## src/rtl/mux4_rr_arbiter.sv

```systemverilog
// Four-requester arbiter driving a registered 4:1 byte mux, with a per-grant beat limit.
// Build option: define ARB_FIXED_PRIO_EN for lowest-index-wins arbitration instead of round-robin.
module mux4_rr_arbiter #(
  parameter int WIDTH    = 8,
  parameter int MAX_HOLD = 4
) (
  input  logic             clk,
  input  logic             rst_n,
  input  logic [3:0]       req,
  input  logic [WIDTH-1:0] din0,
  input  logic [WIDTH-1:0] din1,
  input  logic [WIDTH-1:0] din2,
  input  logic [WIDTH-1:0] din3,
  input  logic             out_ready,
  output logic [3:0]       grant,
  output logic [1:0]       select,
  output logic [WIDTH-1:0] dout,
  output logic             dout_valid
);

  typedef enum logic [0:0] {
    IDLE = 1'b0,
    BUSY = 1'b1
  } state_t;

  localparam logic [7:0] HOLD_LAST = 8'(MAX_HOLD - 1);

  state_t           state;
  logic [1:0]       ptr;
  logic [7:0]       hold_cnt;
  logic [1:0]       winner;
  logic [1:0]       idx;
  logic             found;
  logic [WIDTH-1:0] din_sel;

  // ptr is never advanced in fixed-priority builds, so scanning from ptr yields lowest-index-wins.
  always_comb begin
    winner = ptr;
    idx    = '0;
    found  = 1'b0;
    for (int unsigned k = 0; k < 4; k++) begin
      idx = ptr + 2'(k);
      if (!found && req[idx]) begin
        winner = idx;
        found  = 1'b1;
      end
    end
  end

  always_comb begin
    din_sel = '0;
    case (select)
      2'd0: din_sel = din0;
      2'd1: din_sel = din1;
      2'd2: din_sel = din2;
      2'd3: din_sel = din3;
      default: din_sel = '0;
    endcase
  end

  always_ff @(posedge clk or negedge rst_n) begin
    if (!rst_n) begin
      state      <= IDLE;
      ptr        <= '0;
      hold_cnt   <= '0;
      grant      <= '0;
      select     <= '0;
      dout       <= '0;
      dout_valid <= 1'b0;
    end else begin
      case (state)
        IDLE: begin
          dout_valid <= 1'b0;
          if (|req) begin
            grant    <= 4'b0001 << winner;
            select   <= winner;
            hold_cnt <= '0;
            state    <= BUSY;
          end
        end
        BUSY: begin
          if (!req[select]) begin
            dout_valid <= 1'b0;
            grant      <= '0;
            state      <= IDLE;
`ifndef ARB_FIXED_PRIO_EN
            ptr        <= select + 2'd1;
`endif
          end else if (out_ready) begin
            dout       <= din_sel;
            dout_valid <= 1'b1;
            hold_cnt   <= hold_cnt + 8'd1;
            // The beat that reaches the limit is still delivered before release.
            if (hold_cnt == HOLD_LAST) begin
              grant <= '0;
              state <= IDLE;
`ifndef ARB_FIXED_PRIO_EN
              ptr   <= select + 2'd1;
`endif
            end
          end else begin
            dout_valid <= 1'b0;
          end
        end
        default: state <= IDLE;
      endcase
    end
  end

endmodule

```

## config.mk

```make
export PLATFORM = sky130hd
export DESIGN_NAME = mux4_rr_arbiter
export DESIGN_NICKNAME = d
export VERILOG_FILES = /design/src/rtl/mux4_rr_arbiter.sv
export SDC_FILE = /design/constraint.sdc
export NUM_CORES = 1
export LEC_CHECK = 0
export BUFFER_PORTS_ARGS = -buffer_cell sky130_fd_sc_hd__buf_2
export CORE_ASPECT_RATIO = 1.1
export CORE_MARGIN = 2
export CORE_UTILIZATION = 40
export DETAILED_ROUTE_END_ITERATION = 6
export GPL_ROUTABILITY_DRIVEN = 0
export PLACE_DENSITY_LB_ADDON = 0.12
export REMOVE_ABC_BUFFERS = 1
export SKIP_LAST_GASP = 1
export SLEW_MARGIN = 20
export SYNTH_ARGS = -nofsm -noshare
export SYNTH_HDL_FRONTEND = slang
export SYNTH_SLANG_ARGS = --single-unit
```

## constraint.sdc

```tcl
create_clock -name clk -period 2.4 [get_ports clk]
set_input_delay 0.24 -clock clk [delete_from_list [all_inputs] [get_ports clk]]
set_output_delay 0.24 -clock clk [all_outputs]
set_load 0.02 [all_outputs]
```

== Yosys cells after proc, flatten, opt, wreduce, memory -nomap -nowiden ==
Index checks and enable logic that the tools add are counted.
Widths: inputs -> output; s select.
Storage, ports and cells
  memories: 0
  word-level logic and storage cells: 80
  input bits: 39
  ROM bits: 0
  bits in registers: 26
  bits in latches: 0
  memory bits (writable): 0
Operators by class
  reduce and logical (&&, ||, !) cells: 13
  bitwise gates (word level): 1
  $mul: 0
  div/mod/pow operators: 0
  mux-type cells: 37
  shift-type cells: 1
  equality and inequality tests: 11
  add/sub/neg operators: 5
  $lt $le $gt $ge: 5
Operators by type and width (number)
  $pmux 8 s4: 1
  $mux 8: 3
  $mux 4: 4
  $pmux 8 s2: 1
  $lt 2x3->1 const B: 5
  $mux 1: 14
  $mux 2: 6
  $reduce_and 3->1: 4
  $bmux 1 s2: 5
  $add 8x1->8 const B: 1
  $eq 8x2->1 const B: 1
  $pmux 4 s2: 1
  $ne 2x2->1 const B: 3
  $add 2x1->2 const B: 2
  $add 2x2->2 const B: 2
  $eq 2x2->1 const B: 2
  $ne 2x1->1 const B: 2
  $pmux 1 s2: 2
  $reduce_or 4->1: 1
  $shl 1x2->4 const A: 1
  $logic_and 1x1->1: 3
  $logic_not 1->1: 3
  $ne 3x2->1 const B: 1
  $ne 3x3->1 const B: 1
  4 further kinds: 4

== Longest topological paths before layout ==
Gate-level depths: netlist of run 1.
  word-level depth: 15
  gate-level depth with buffers: 7
  mapped depth without buffers: 6

== Worst setup path before layout of run 1 ==
Ideal clock, no wire load.
  path kind: register to register
  start point: register select[0]
  end point: register ptr[1]
  cell stages (with the launch flop): 4
  slack: 0.578 ns
  library setup time: 0.125 ns
  period minus slack after synthesis: 1.822 ns
  arrival: 1.697 ns
  cell sequence: dfrtp_1 -> mux4_2 -> a21bo_4 -> mux2_4
Between the ends
  longest elaborated chain between the ends: 4
Ends and longest elaborated chain
  from (decl): RTL line 16  | output logic [1:0] select,
  from (signal assigned): RTL line 76  | select <= winner;
  $add 2x1->2 or $bmux 1 s2 (tied branches): RTL line 87, 98, 82
  $mux 2 or $mux 1 (tied branches): RTL line 94, 82
  $mux 2 (tied with other cells): RTL line 89  | end else if (out_ready) begin
  $mux 2 or $reduce_and 3->1 (tied branches)
  to (signal assigned): RTL line 87  | ptr <= select + 2'd1;
  to (signal assigned): RTL line 98  | ptr <= select + 2'd1;
  to (decl): RTL line 29  | logic [1:0] ptr;
Parallel ways exist; a longest one is shown, timed or not. The select of a mux whose other input is x is not followed.
A chain may end at the register's enable or synchronous reset.

== Worst setup path in the final report of run 1 ==
  start point: register select[0]
  end point: register hold_cnt[4]
Between the ends
  longest elaborated chain between the ends: 4
Ends and longest elaborated chain
  $bmux 1 s2: RTL line 82  | if (!req[select]) begin
  $mux 1 (not written as such): RTL line 82
  $ne 2x1->1 (no line)
  $reduce_and 3->1 (no line)
  to (signal assigned): RTL line 92  | hold_cnt <= hold_cnt + 8'd1;
  to (decl): RTL line 30  | logic [7:0] hold_cnt;
No other way between the ends. The select of a mux whose other input is x is not followed.

==> metrics.txt, run 1 <==
run status finished, violations left; failing checks DRC; placed wire-length estimate 2.62 mm; clock root cell sky130_fd_sc_hd__clkbuf_4; worst hold slack around 0.2 ns; adder-cell share of the synthesized area 4.36%; number of hold violations in the final report 0; die width 61.1 µm; Clock Pin Slew Worst Setup and Hold Paths approximately 0.14 ns; final layout net count 241; kind of critical path reg2reg; delay of the slowest cell on the worst path between 0.4 and 0.5 ns; fillcell total about 340; Util after Layout between 50% and 60%; global router's overall resource usage approximately 18%; H-Tree Level Count 1; Warnings, synthesis 0; P_leak roughly 0.00089 µW; largest net degree at the start of global routing 27; total power 1900 µW; number of buffers created by CTS 3; xor/xnor cell area share of the yosys netlist 1.22%; Hold Path Class in2reg; area fraction in and, or, nand and nor cells after synthesis 15.7%; max-capacitance violation count 0; DRC 2; biggest area contributors in the synthesized netlist sky130_fd_sc_hd__dfrtp_1 (45%), sky130_fd_sc_hd__a222oi_1 (5.6%), sky130_fd_sc_hd__a21oi_1 (4.5%); highest clock frequency the design can meet just over 500 MHz; Final Non-Filler Cells 244; First DRT Iteration DRCs just over 90; power density of the placed cells 1070 nW/µm²; Port Buffers 53; growth of design area from synthesis to finish 23.6%; startpoint types register; initial antenna violation count 0; Max FO, Critical Path 24; dominant combinational cell family by area after synthesis compound AO/OA/AOI/OAI gates; number of placement rows 22; overall die area 4090 µm²; CTS tree yes; asr flop ratio synth 100%; # Post-CTS Setup Buffers 0; # setup viols final 0; Worst setup EP type register; via count of the first global-routing pass ~1300; Detailed Route WL 3.46 mm; total negative slack for setup checks 0 ns; Starting Density around 42%; Compound-Gate Fraction of Synth Area between 20% and 30%; DRT antenna net count 0; post-synthesis cell count 146; share of cell area taken by muxes after synthesis 4.01%; slew at the pin with the worst max-slew slack approximately 0.68 ns; placed insts ~240; antenna diode instance count 0; number of sinks on the clock net 26; global route overflow 0; area of the mapped netlist between 1000 and 1500 µm²; clock latency on the worst-skew pair approximately 0.32 ns; number of vias per cell after detailed routing ~5.5; Crit path arrival time approximately 2.2 ns; first-pass GRT wire length about 5.6 mm; overall via count from detail_route roughly 1300; sequential element share of the synthesized area 45.3%; maximum vdd drop between 0.6 and 0.7 mV; slew margin rel. between 50% and 60%; WL per Instance around 14 µm; post-layout min period just under 2 ns; standard cell with the maximum stage delay on the critical path sky130_fd_sc_hd__dfrtp_1; number of unique standard cell types used by synthesis 38; setup repair after global routing missed its margin no; flops & latches, synth 26; Post-Route Skew ~0.0066 ns; count of boundary I/O pins 54; most used flip-flop cell after synthesis sky130_fd_sc_hd__dfrtp_1; portion of synthesized cell area occupied by the leading cell type approximately 45%; list of cells traversed by the critical path mux4_2 > nand3_2 > o311ai_1 > o41ai_1; drt first pass iters 7; layout cells sized above 1 between 30% and 40%; average cell area after synthesis about 10 µm²; area of the placeable core around 3400 µm²; library cell with the largest summed area after synthesis sky130_fd_sc_hd__dfrtp_1; fraction of the cycle the final worst path needs around four fifths; die height approximately 67 µm; Crit path required time roughly 2.6 ns; number of synthesized flops with an enable pin 0; number of slew-limit violations in the final report 0; maximum clock insertion buffer count 2
-- placed cells by master, fill, tap and decap left out, types with 2 or more instances in the layout --
master,n
sky130_fd_sc_hd__a21o_1,3
sky130_fd_sc_hd__a21oi_1,13
sky130_fd_sc_hd__a222oi_1,8
sky130_fd_sc_hd__a32o_1,4
sky130_fd_sc_hd__and4_1,2
sky130_fd_sc_hd__buf_2,53
sky130_fd_sc_hd__clkbuf_4,3
sky130_fd_sc_hd__dfrtp_1,26
sky130_fd_sc_hd__ha_1,5
sky130_fd_sc_hd__inv_1,4
sky130_fd_sc_hd__mux2i_1,2
sky130_fd_sc_hd__nand2_1,15
sky130_fd_sc_hd__nand2b_1,3
sky130_fd_sc_hd__nand3_1,3
sky130_fd_sc_hd__nand4_1,3
sky130_fd_sc_hd__nor2_1,12
sky130_fd_sc_hd__nor4b_1,2
sky130_fd_sc_hd__o211ai_1,2
sky130_fd_sc_hd__o21ai_0,10
sky130_fd_sc_hd__o22a_1,2
sky130_fd_sc_hd__o31ai_1,2
sky130_fd_sc_hd__xor2_1,2
-- registers in the layout, summed over array words and instances, names as in the netlist --
signal	flops
ptr	2
dout_valid	1
select	2
state	1
hold_cnt	8
grant	4
dout	8
-- layer usage --
metal	track usage, %	wire [µm]	vias to the layer above
li1	-	-	653
met1	21.7	1510	641
met2	32.2	1750	42
met3	2.72	156	4
met4	5.43	34	0
met5	0	0	-
-- kinds of logic after synthesis --
family,Yosys count
DFF,26
AOI/OAI and AO/OA,51
muxes,4
buffers and inverters,13
xor gates and xnor gates,2
adders and majority gates,5
and+or+nand+nor,45
-- area by class of cell --
type	count	area, µm²	area share (%)
inverters	5	18.8	1.06
clock buffers	4	36.3	2.04
flip-flops and latches	26	651	36.6
repair buffers	54	275	15.5
multi-input cells	107	734	41.4
well taps	48	60.1	3.38
-- worst paths after layout --
| path | cells past startpoint | start | slack, ns | endpoint |
|---|---|---|---|---|
| worst max register to register | 4 | select[0]$_DFFE_PN0P_ | 0.45 | hold_cnt[4]$_DFFE_PN0P_ |
| worst min-delay path | 3 | din0[3] | 0.20 | dout[3]$_DFFE_PN0P_ |
| min in group asynchronous | 2 | rst_n | 0.44 | dout[1]$_DFFE_PN0P_ |
| max in group asynchronous | 2 | rst_n | 1.56 | hold_cnt[3]$_DFFE_PN0P_ |
| worst max-delay path | 4 | select[0]$_DFFE_PN0P_ | 0.45 | hold_cnt[4]$_DFFE_PN0P_ |
| worst min register to register | 2 | dout[1]$_DFFE_PN0P_ | 0.50 | dout[1]$_DFFE_PN0P_ |
-- timing repair --
item                                   CTS  global route
resized for setup                        0             0
hold buffers                             1             0
endpoints found under the hold margin   26             0
-- per-stage QoR --
stage          instance area, µm²  worst slack (ns)
3_5_place_dp                 1730             0.475
4_1_cts                      1780             0.442
6_report                     1780             0.452
3_3_place_gp                 1730             0.554
2_1_floorplan                1400             0.568
5_1_grt                      1780             0.261
-- where the power goes --
part / leakage, µW / internal (µW) / switching [µW]
Sequential: 0.000339 / 576 / 129
Combinational: 0.000526 / 397 / 581
Clock: 0.0000210 / 92.6 / 129
Total: 0.000886 / 1070 / 839
-- critical path, delay by kind of cell, from the launching register on --
family          cells  cell delay (ns)
compound gates      2             0.52
flops               1             0.49
mux                 1             0.46
simple gates        1             0.35
-- cells in the mapped netlist (all sizes together), types with 3 or more instances --
cell    number
dfrtp       26
nand2       15
a21oi       13
nor2        12
o21ai       10
a222oi       8
clkbuf       5
ha           5
inv          5
a32o         4
nand3        4
a21o         3
buf          3
nand2b       3
nand4        3
Power figures use the tool's default switching activity.
==> run 2, diff against run 1 <==
- ABC_AREA: unset -> 1
- clock period: 2.4 -> 1.97 ns (I/O delays scaled with it)
==> metrics.txt, run 2 <==
number of synthesized flops with an enable pin 0 (unchanged); Clock Pin Slew Worst Setup and Hold Paths 0.09 ns (was 0.14 ns); initial antenna violation count 0 (unchanged); Starting Density 42.0% (was 42.4%); biggest area contributors in the synthesized netlist sky130_fd_sc_hd__dfrtp_1 (36%), sky130_fd_sc_hd__nand2_1 (20%), sky130_fd_sc_hd__nand3_1 (4.9%) (was sky130_fd_sc_hd__dfrtp_1 (45%), sky130_fd_sc_hd__a222oi_1 (5.6%), sky130_fd_sc_hd__a21oi_1 (4.5%)); total negative slack for setup checks 0 ns (unchanged); Finished Cell Area 2210 µm² (was 1780 µm²); portion of synthesized cell area occupied by the leading cell type 35.6% (was 45.3%); Post-Route Skew 0.00552 ns (was 0.00657 ns); placed wire-length estimate 3.45 mm (was 2.62 mm); area of the multi-input gates 1030 µm² (was 734 µm²); clock root cell sky130_fd_sc_hd__clkbuf_8 (was sky130_fd_sc_hd__clkbuf_4); number of vias per cell after detailed routing 4.90 (was 5.49); first-pass GRT wire length 7.62 mm (was 5.56 mm); power density of the placed cells 1560 nW/µm² (was 1070 nW/µm²); number of buffers created by CTS 3 (unchanged); First DRT Iteration DRCs 102 (was 92); WL per Instance 12.2 µm (was 14.2 µm); final layout net count 354 (was 241); global router's overall resource usage 19.6% (was 18.0%); number of slew-limit violations in the final report 0 (unchanged); most used cells in the layout excluding fill and tap cells sky130_fd_sc_hd__nand2_1 (98), sky130_fd_sc_hd__buf_2 (53), sky130_fd_sc_hd__dfrtp_1 (26), sky130_fd_sc_hd__nand3_1 (18) (was sky130_fd_sc_hd__buf_2 (53), sky130_fd_sc_hd__dfrtp_1 (26), sky130_fd_sc_hd__nand2_1 (15), sky130_fd_sc_hd__a21oi_1 (13), sky130_fd_sc_hd__nor2_1 (12)); slew margin rel. 61.0% (was 53.9%); registers with the most flip-flops dout x8, hold_cnt x8, grant x4 (unchanged); highest clock frequency the design can meet 587 MHz (was 513 MHz); die width 68.5 µm (was 61.1 µm); P_leak 0.00121 µW (was 0.000886 µW); top-count cell post-synth sky130_fd_sc_hd__nand2_1 (was sky130_fd_sc_hd__dfrtp_1); Hold Path Class in2reg (unchanged); Placement Cell Area 2130 µm² (was 1730 µm²); highest signal layer in the routed design met4 (unchanged); post-synthesis cell count 258 (was 146); overall die area 5130 µm² (was 4090 µm²); maximum clock insertion buffer count 2 (unchanged); Met3 Routed Length 95 µm (was 156 µm); Port Buffers 53 (unchanged); # setup viols final 0 (unchanged); global route overflow 0 (unchanged); number of sinks on the clock net 26 (unchanged); fillcell total 455 (was 339); antenna diode instance count 0 (unchanged); clock latency on the worst-skew pair 0.27 ns (was 0.32 ns); drt first pass iters 4 (was 7); Crit path required time 2.14 ns (was 2.60 ns); Post-Route M1 WL 1.93 mm (was 1.51 mm); max-capacitance violation count 0 (unchanged); count of boundary I/O pins 54 (unchanged); metal2 WL 2.35 mm (was 1.75 mm); commonest cells in the synthesized netlist sky130_fd_sc_hd__nand2_1 (98), sky130_fd_sc_hd__dfrtp_1 (26), sky130_fd_sc_hd__nand3_1 (18) (was sky130_fd_sc_hd__dfrtp_1 (26), sky130_fd_sc_hd__nand2_1 (15), sky130_fd_sc_hd__a21oi_1 (13)); startpoint types register (unchanged); number of unique standard cell types used by synthesis 27 (was 38); slew at the pin with the worst max-slew slack 0.586 ns (was 0.685 ns); sequential element share of the synthesized area 35.6% (was 45.3%); Max FO, Critical Path 8 (was 24); largest net degree at the start of global routing 27 (unchanged); H-Tree Level Count 1 (unchanged); Sequential cell area 651 µm² (unchanged); maximum vdd drop 0.570 mV (was 0.633 mV); die height 74.9 µm (was 66.9 µm); layout cells sized above 1 28.2% (was 32.7%); post-layout min period 1.70 ns (was 1.95 ns); run status finished, final reports clean (was finished, violations left); Detailed Route WL 4.42 mm (was 3.46 mm); number of placement rows 25 (was 22); DRC 0 (was 2); DRT antenna net count 0 (unchanged); Final Non-Filler Cells 363 (was 244); overall via count from detail_route 1778 (was 1340); flops & latches, synth 26 (unchanged); CTS tree yes (unchanged); number of hold violations in the final report 0 (unchanged); via count of the first global-routing pass 1742 (was 1283); kind of critical path reg2reg (unchanged); area of the mapped netlist 1830 µm² (was 1440 µm²); fraction of the cycle the final worst path needs 86.5% (was 81.2%); setup repair after global routing missed its margin no (unchanged); average cell area after synthesis 7.09 µm² (was 9.84 µm²); most used flip-flop cell after synthesis sky130_fd_sc_hd__dfrtp_1 (unchanged); Worst setup EP type register (unchanged); Warnings, synthesis 0 (unchanged); asr flop ratio synth 100% (unchanged); growth of design area from synthesis to finish 20.8% (was 23.6%); Crit path arrival time 1.87 ns (was 2.15 ns); area of the placeable core 4350 µm² (was 3390 µm²); placed insts 358 (was 239); library cell with the largest summed area after synthesis sky130_fd_sc_hd__dfrtp_1 (unchanged); commonest non-fill, non-tap cell in the layout sky130_fd_sc_hd__nand2_1 (was sky130_fd_sc_hd__buf_2)
==> run 2: cell types whose count changed after synthesis, moves of 4 or more <==
cell	before	now
sky130_fd_sc_hd__o22ai_1	1	8
sky130_fd_sc_hd__a21oi_1	13	3
sky130_fd_sc_hd__nand3_1	3	18
sky130_fd_sc_hd__nand2_2	0	11
sky130_fd_sc_hd__nand2_4	0	4
sky130_fd_sc_hd__nand2_1	15	98
sky130_fd_sc_hd__o21ai_0	10	17
sky130_fd_sc_hd__a22o_1	0	8
sky130_fd_sc_hd__inv_1	4	17
sky130_fd_sc_hd__a32o_1	4	0
sky130_fd_sc_hd__a222oi_1	8	0
==> run 2: routing by layer <==
| layer | vias to the layer above | global-route usage (%) |
|---|---|---|
| li1 | 939 | - |
| met1 | 813 | 24.7 |
| met2 | 21 | 35.5 |
| met3 | 5 | 2.24 |
| met4 | 0 | 4.67 |
| met5 | - | 0 |
==> run 2: critical path, stage by stage, from the launching register on <==
cell,delay (ns)
sky130_fd_sc_hd__dfrtp_1,0.51
sky130_fd_sc_hd__inv_4,0.15
sky130_fd_sc_hd__nand2_1,0.06
sky130_fd_sc_hd__nand2_1,0.16
sky130_fd_sc_hd__nand2_1,0.09
sky130_fd_sc_hd__nand2_2,0.10
sky130_fd_sc_hd__nand3_2,0.10
sky130_fd_sc_hd__clkinv_1,0.07
sky130_fd_sc_hd__nand2_1,0.04
sky130_fd_sc_hd__nand3_1,0.08
sky130_fd_sc_hd__nand2_1,0.10
sky130_fd_sc_hd__nand2_1,0.08
sky130_fd_sc_hd__nand2_1,0.05
==> run 2: final cells by class <==
cell class,count,share of cell area [%]
Sequential cell,26,29.5
Clock inverter,1,1.36
Tap cell,54,3.06
Inverter,23,4.02
Multi-Input combinational cell,199,46.7
Clock buffer,3,1.87
Timing Repair Buffer,57,13.5
==> run 2: power by group <==
group / internal (µW) / total, µW / leakage (µW) / switching, µW
clock network: 272 / 439 / 0.0000357 / 167
logic: 731 / 2120 / 0.000836 / 1390
registers: 719 / 889 / 0.000337 / 170
==> run 2: path summary, 6_finish.rpt <==
kind	start	endpoint	slack, ns	cells past startpoint
worst max-delay path	ptr[1]$_DFFE_PN0P_	select[1]$_DFFE_PN0P_	0.27	12
worst min-delay path	din0[4]	dout[4]$_DFFE_PN0P_	0.23	3
worst min register to register	dout[6]$_DFFE_PN0P_	dout[6]$_DFFE_PN0P_	0.49	2
worst max register to register	ptr[1]$_DFFE_PN0P_	select[1]$_DFFE_PN0P_	0.27	12
max in group asynchronous	rst_n	select[0]$_DFFE_PN0P_	1.13	2
min in group asynchronous	rst_n	dout[1]$_DFFE_PN0P_	0.45	2
==> run 2: stage by stage <==
step | worst slack [ns] | power, µW | util, % | hold slack (ns)
2_1_floorplan | 0.0621 | 2450 | - | -0.0986
5_1_grt | 0.0510 | 3800 | 50.8 | 0.233
6_report | 0.267 | 3450 | 50.8 | 0.228
4_1_cts | 0.248 | 3490 | 50.8 | 0.225
3_3_place_gp | 0.282 | 3020 | 48.9 | 0.244
3_5_place_dp | 0.266 | 3040 | 48.9 | 0.240
==> run 2: cell families (layout without fill, tap and decap cells) <==
logic type      after synthesis  after routing  synth area share [%]
compound gates               39             39                  13.2
simple gates                152            152                  38.4
xor+xnor                      3              3                  1.44
flops                        26             26                  35.6
buf+inv                      33             84                  7.94
fa+ha+maj                     5              5                  3.42
==> run 2: what timing repair did <==
item	in CTS	in global routing
setup buffers	0	0
hold buffers	1	0
endpoints found under the hold margin	26	0
resized for setup	0	0
==> run 3, diff against run 2 <==
- BUFFER_PORTS_ARGS: -buffer_cell sky130_fd_sc_hd__buf_2 -> -buffer_cell sky130_fd_sc_hd__buf_4
==> metrics.txt, run 3 (synthesis results as in run 2) <==
Worst setup EP type register (unchanged); fillcell total 436 (was 455); # resized after CTS 0 (unchanged); count of boundary I/O pins 54 (unchanged); slew at the pin with the worst max-slew slack 0.458 ns (was 0.586 ns); overall die area 5130 µm² (unchanged); growth of design area from synthesis to finish 28.1% (was 20.8%); most used cells in the layout excluding fill and tap cells sky130_fd_sc_hd__nand2_1 (98), sky130_fd_sc_hd__buf_4 (56), sky130_fd_sc_hd__dfrtp_1 (26), sky130_fd_sc_hd__nand3_1 (18) (was sky130_fd_sc_hd__nand2_1 (98), sky130_fd_sc_hd__buf_2 (53), sky130_fd_sc_hd__dfrtp_1 (26), sky130_fd_sc_hd__nand3_1 (18)); placed insts 358 (unchanged); max-capacitance violation count 0 (unchanged); Detailed Route WL 4.48 mm (was 4.42 mm); Clk network pwr share 12.8% (was 12.7%); Final Non-Filler Cells 363 (unchanged); Max FO, Critical Path 12 (was 8); number of vias per cell after detailed routing 4.90 (about the same); switching power 1730 µW (about the same); Crit path required time 2.14 ns (about the same); run status finished, final reports clean (unchanged); register share of total power 25.1% (was 25.8%); commonest non-fill, non-tap cell in the layout sky130_fd_sc_hd__nand2_1 (unchanged); delay of the slowest cell on the worst path 0.47 ns (was 0.51 ns); post-layout min period 1.71 ns (was 1.70 ns); list of cells traversed by the critical path inv_2 > nand2_1 > nand2_1 > nand2_1 > nand2_1 > nand2_2 > nor2_4 > nand2_1 > nand2_2 > nor2_4 > nand2_1 > nand2_1 (was inv_4 > nand2_1 > nand2_1 > nand2_1 > nand2_2 > nand3_2 > clkinv_1 > nand2_1 > nand3_1 > nand2_1 > nand2_1 > nand2_1); number of buffers created by CTS 3 (unchanged); total negative slack for setup checks 0 ns (unchanged); First DRT Iteration DRCs 65 (was 102); Worst path most repeated cell sky130_fd_sc_hd__nand2_1 (unchanged); P_leak 0.00125 µW (was 0.00121 µW); internal portion of total power 1810 µW (was 1720 µW); DRT antenna net count 0 (unchanged); setup repair after global routing missed its margin no (unchanged); number of slew-limit violations in the final report 0 (unchanged); registers with the most flip-flops dout x8, hold_cnt x8, grant x4 (unchanged); drt first pass iters 4 (unchanged); maximum vdd drop 0.737 mV (was 0.570 mV); standard cell with the maximum stage delay on the critical path sky130_fd_sc_hd__dfrtp_1 (unchanged); layout cells sized above 1 28.2% (unchanged); Starting Density 42.0% (unchanged); die width 68.5 µm (unchanged); number of hold violations in the final report 0 (unchanged); Hold Path Class in2reg (unchanged); die height 74.9 µm (unchanged); Clock Pin Slew Worst Setup and Hold Paths 0.10 ns (was 0.09 ns); Post-Route Skew 0.00374 ns (was 0.00552 ns); initial antenna violation count 0 (unchanged); power density of the placed cells 1510 nW/µm² (was 1560 nW/µm²); highest clock frequency the design can meet 586 MHz (was 587 MHz); H-Tree Level Count 1 (unchanged); global route overflow 0 (unchanged); antenna diode instance count 0 (unchanged); overall via count from detail_route 1777 (was 1778); slew margin rel. 69.4% (was 61.0%); CTS tree yes (unchanged); placed wire-length estimate 3.47 mm (was 3.45 mm); kind of critical path reg2reg (unchanged); share of total power consumed by net switching 48.9% (was 50.1%); via count of the first global-routing pass 1738 (was 1742); fraction of the cycle the final worst path needs 86.6% (was 86.5%); final layout net count 354 (unchanged); startpoint types register (unchanged); area of the placeable core 4350 µm² (unchanged); global router's overall resource usage 20.2% (was 19.6%); Port Buffers 53 (unchanged); largest net degree at the start of global routing 27 (unchanged); first-pass GRT wire length 7.89 mm (was 7.62 mm); Crit path arrival time 1.88 ns (was 1.87 ns); # setup viols final 0 (unchanged); DRC 0 (unchanged); number of placement rows 25 (unchanged); maximum clock insertion buffer count 2 (unchanged); WL per Instance 12.3 µm (was 12.2 µm); number of sinks on the clock net 26 (unchanged); combinational fraction of design power 62.1% (was 61.5%); clock latency on the worst-skew pair 0.28 ns (was 0.27 ns); clock root cell sky130_fd_sc_hd__clkbuf_8 (unchanged)
[run 3: cell types whose count changed in the layout (fill, tap and decap cells not counted)]
cell,before,now
sky130_fd_sc_hd__buf_2,53,0
sky130_fd_sc_hd__buf_4,3,56
[run 3: worst paths after layout]
kind	from	to	slack (ns)	cells after the start
worst min register to register	dout[7]$_DFFE_PN0P_	dout[7]$_DFFE_PN0P_	0.50	2
max in group asynchronous	rst_n	grant[0]$_DFFE_PN0P_	1.35	2
worst max-delay path	ptr[0]$_DFFE_PN0P_	grant[0]$_DFFE_PN0P_	0.26	12
worst max register to register	ptr[0]$_DFFE_PN0P_	grant[0]$_DFFE_PN0P_	0.26	12
worst min-delay path	din0[1]	dout[1]$_DFFE_PN0P_	0.22	3
min in group asynchronous	rst_n	dout[3]$_DFFE_PN0P_	0.36	2
[run 3: timing repair]
| item | in CTS | in global routing |
|---|---|---|
| hold buffers | 1 | 0 |
| endpoints found under the hold margin | 26 | 0 |
| buffers inserted | 0 | 0 |
| setup endpoints to repair | 0 | 0 |
[run 3: power by group through the flow]
stage,Combinational [µW],Clock [µW],Sequential (µW)
after floorplan,1420,0,1030
after global placement,2200,0,896
after detailed placement,2220,0,897
after CTS,2220,464,891
after global routing,2500,482,923
final,2200,452,888
[run 3: stage by stage]
stage / hold slack (ns) / power [µW] / utilization (%) / setup slack (ns) / area, µm²
6_report: 0.217 / 3540 / 53.8 / 0.264 / 2340
5_1_grt: 0.227 / 3900 / 53.8 / 0.0444 / 2340
4_1_cts: 0.217 / 3580 / 53.8 / 0.266 / 2340
3_5_place_dp: 0.133 / 3120 / 52.0 / 0.286 / 2260
3_3_place_gp: 0.132 / 3100 / 52.0 / 0.292 / 2260
2_1_floorplan: -0.0986 / 2450 / - / 0.0621 / 1770
[run 3: worst max-delay path, delay by kind of cell, from the launching register on]
| family | cells | cell delay, ns |
|---|---|---|
| and+or+nand+nor | 11 | 0.90 |
| DFF | 1 | 0.47 |
| buffers and inverters | 1 | 0.21 |
[run 3: cell type report]
cell class / count / area (µm²) / share of cell area [%]
timing repair buffer: 57 / 430 / 18.4
multi-input combinational: 199 / 1030 / 44.1
tap: 54 / 67.6 / 2.89
sequential: 26 / 651 / 27.8
clock buffer: 3 / 41.3 / 1.76
inverter: 23 / 88.8 / 3.79
clock inverter: 1 / 30.0 / 1.28
[run 3: per-layer routing]
layer | wire (µm) | global-route usage (%) | vias to the layer above
li1 | - | - | 936
met1 | 1930 | 25.3 | 807
met2 | 2350 | 36.4 | 30
met3 | 148 | 2.24 | 4
met4 | 47 | 5.56 | 0
met5 | 0 | 0 | -
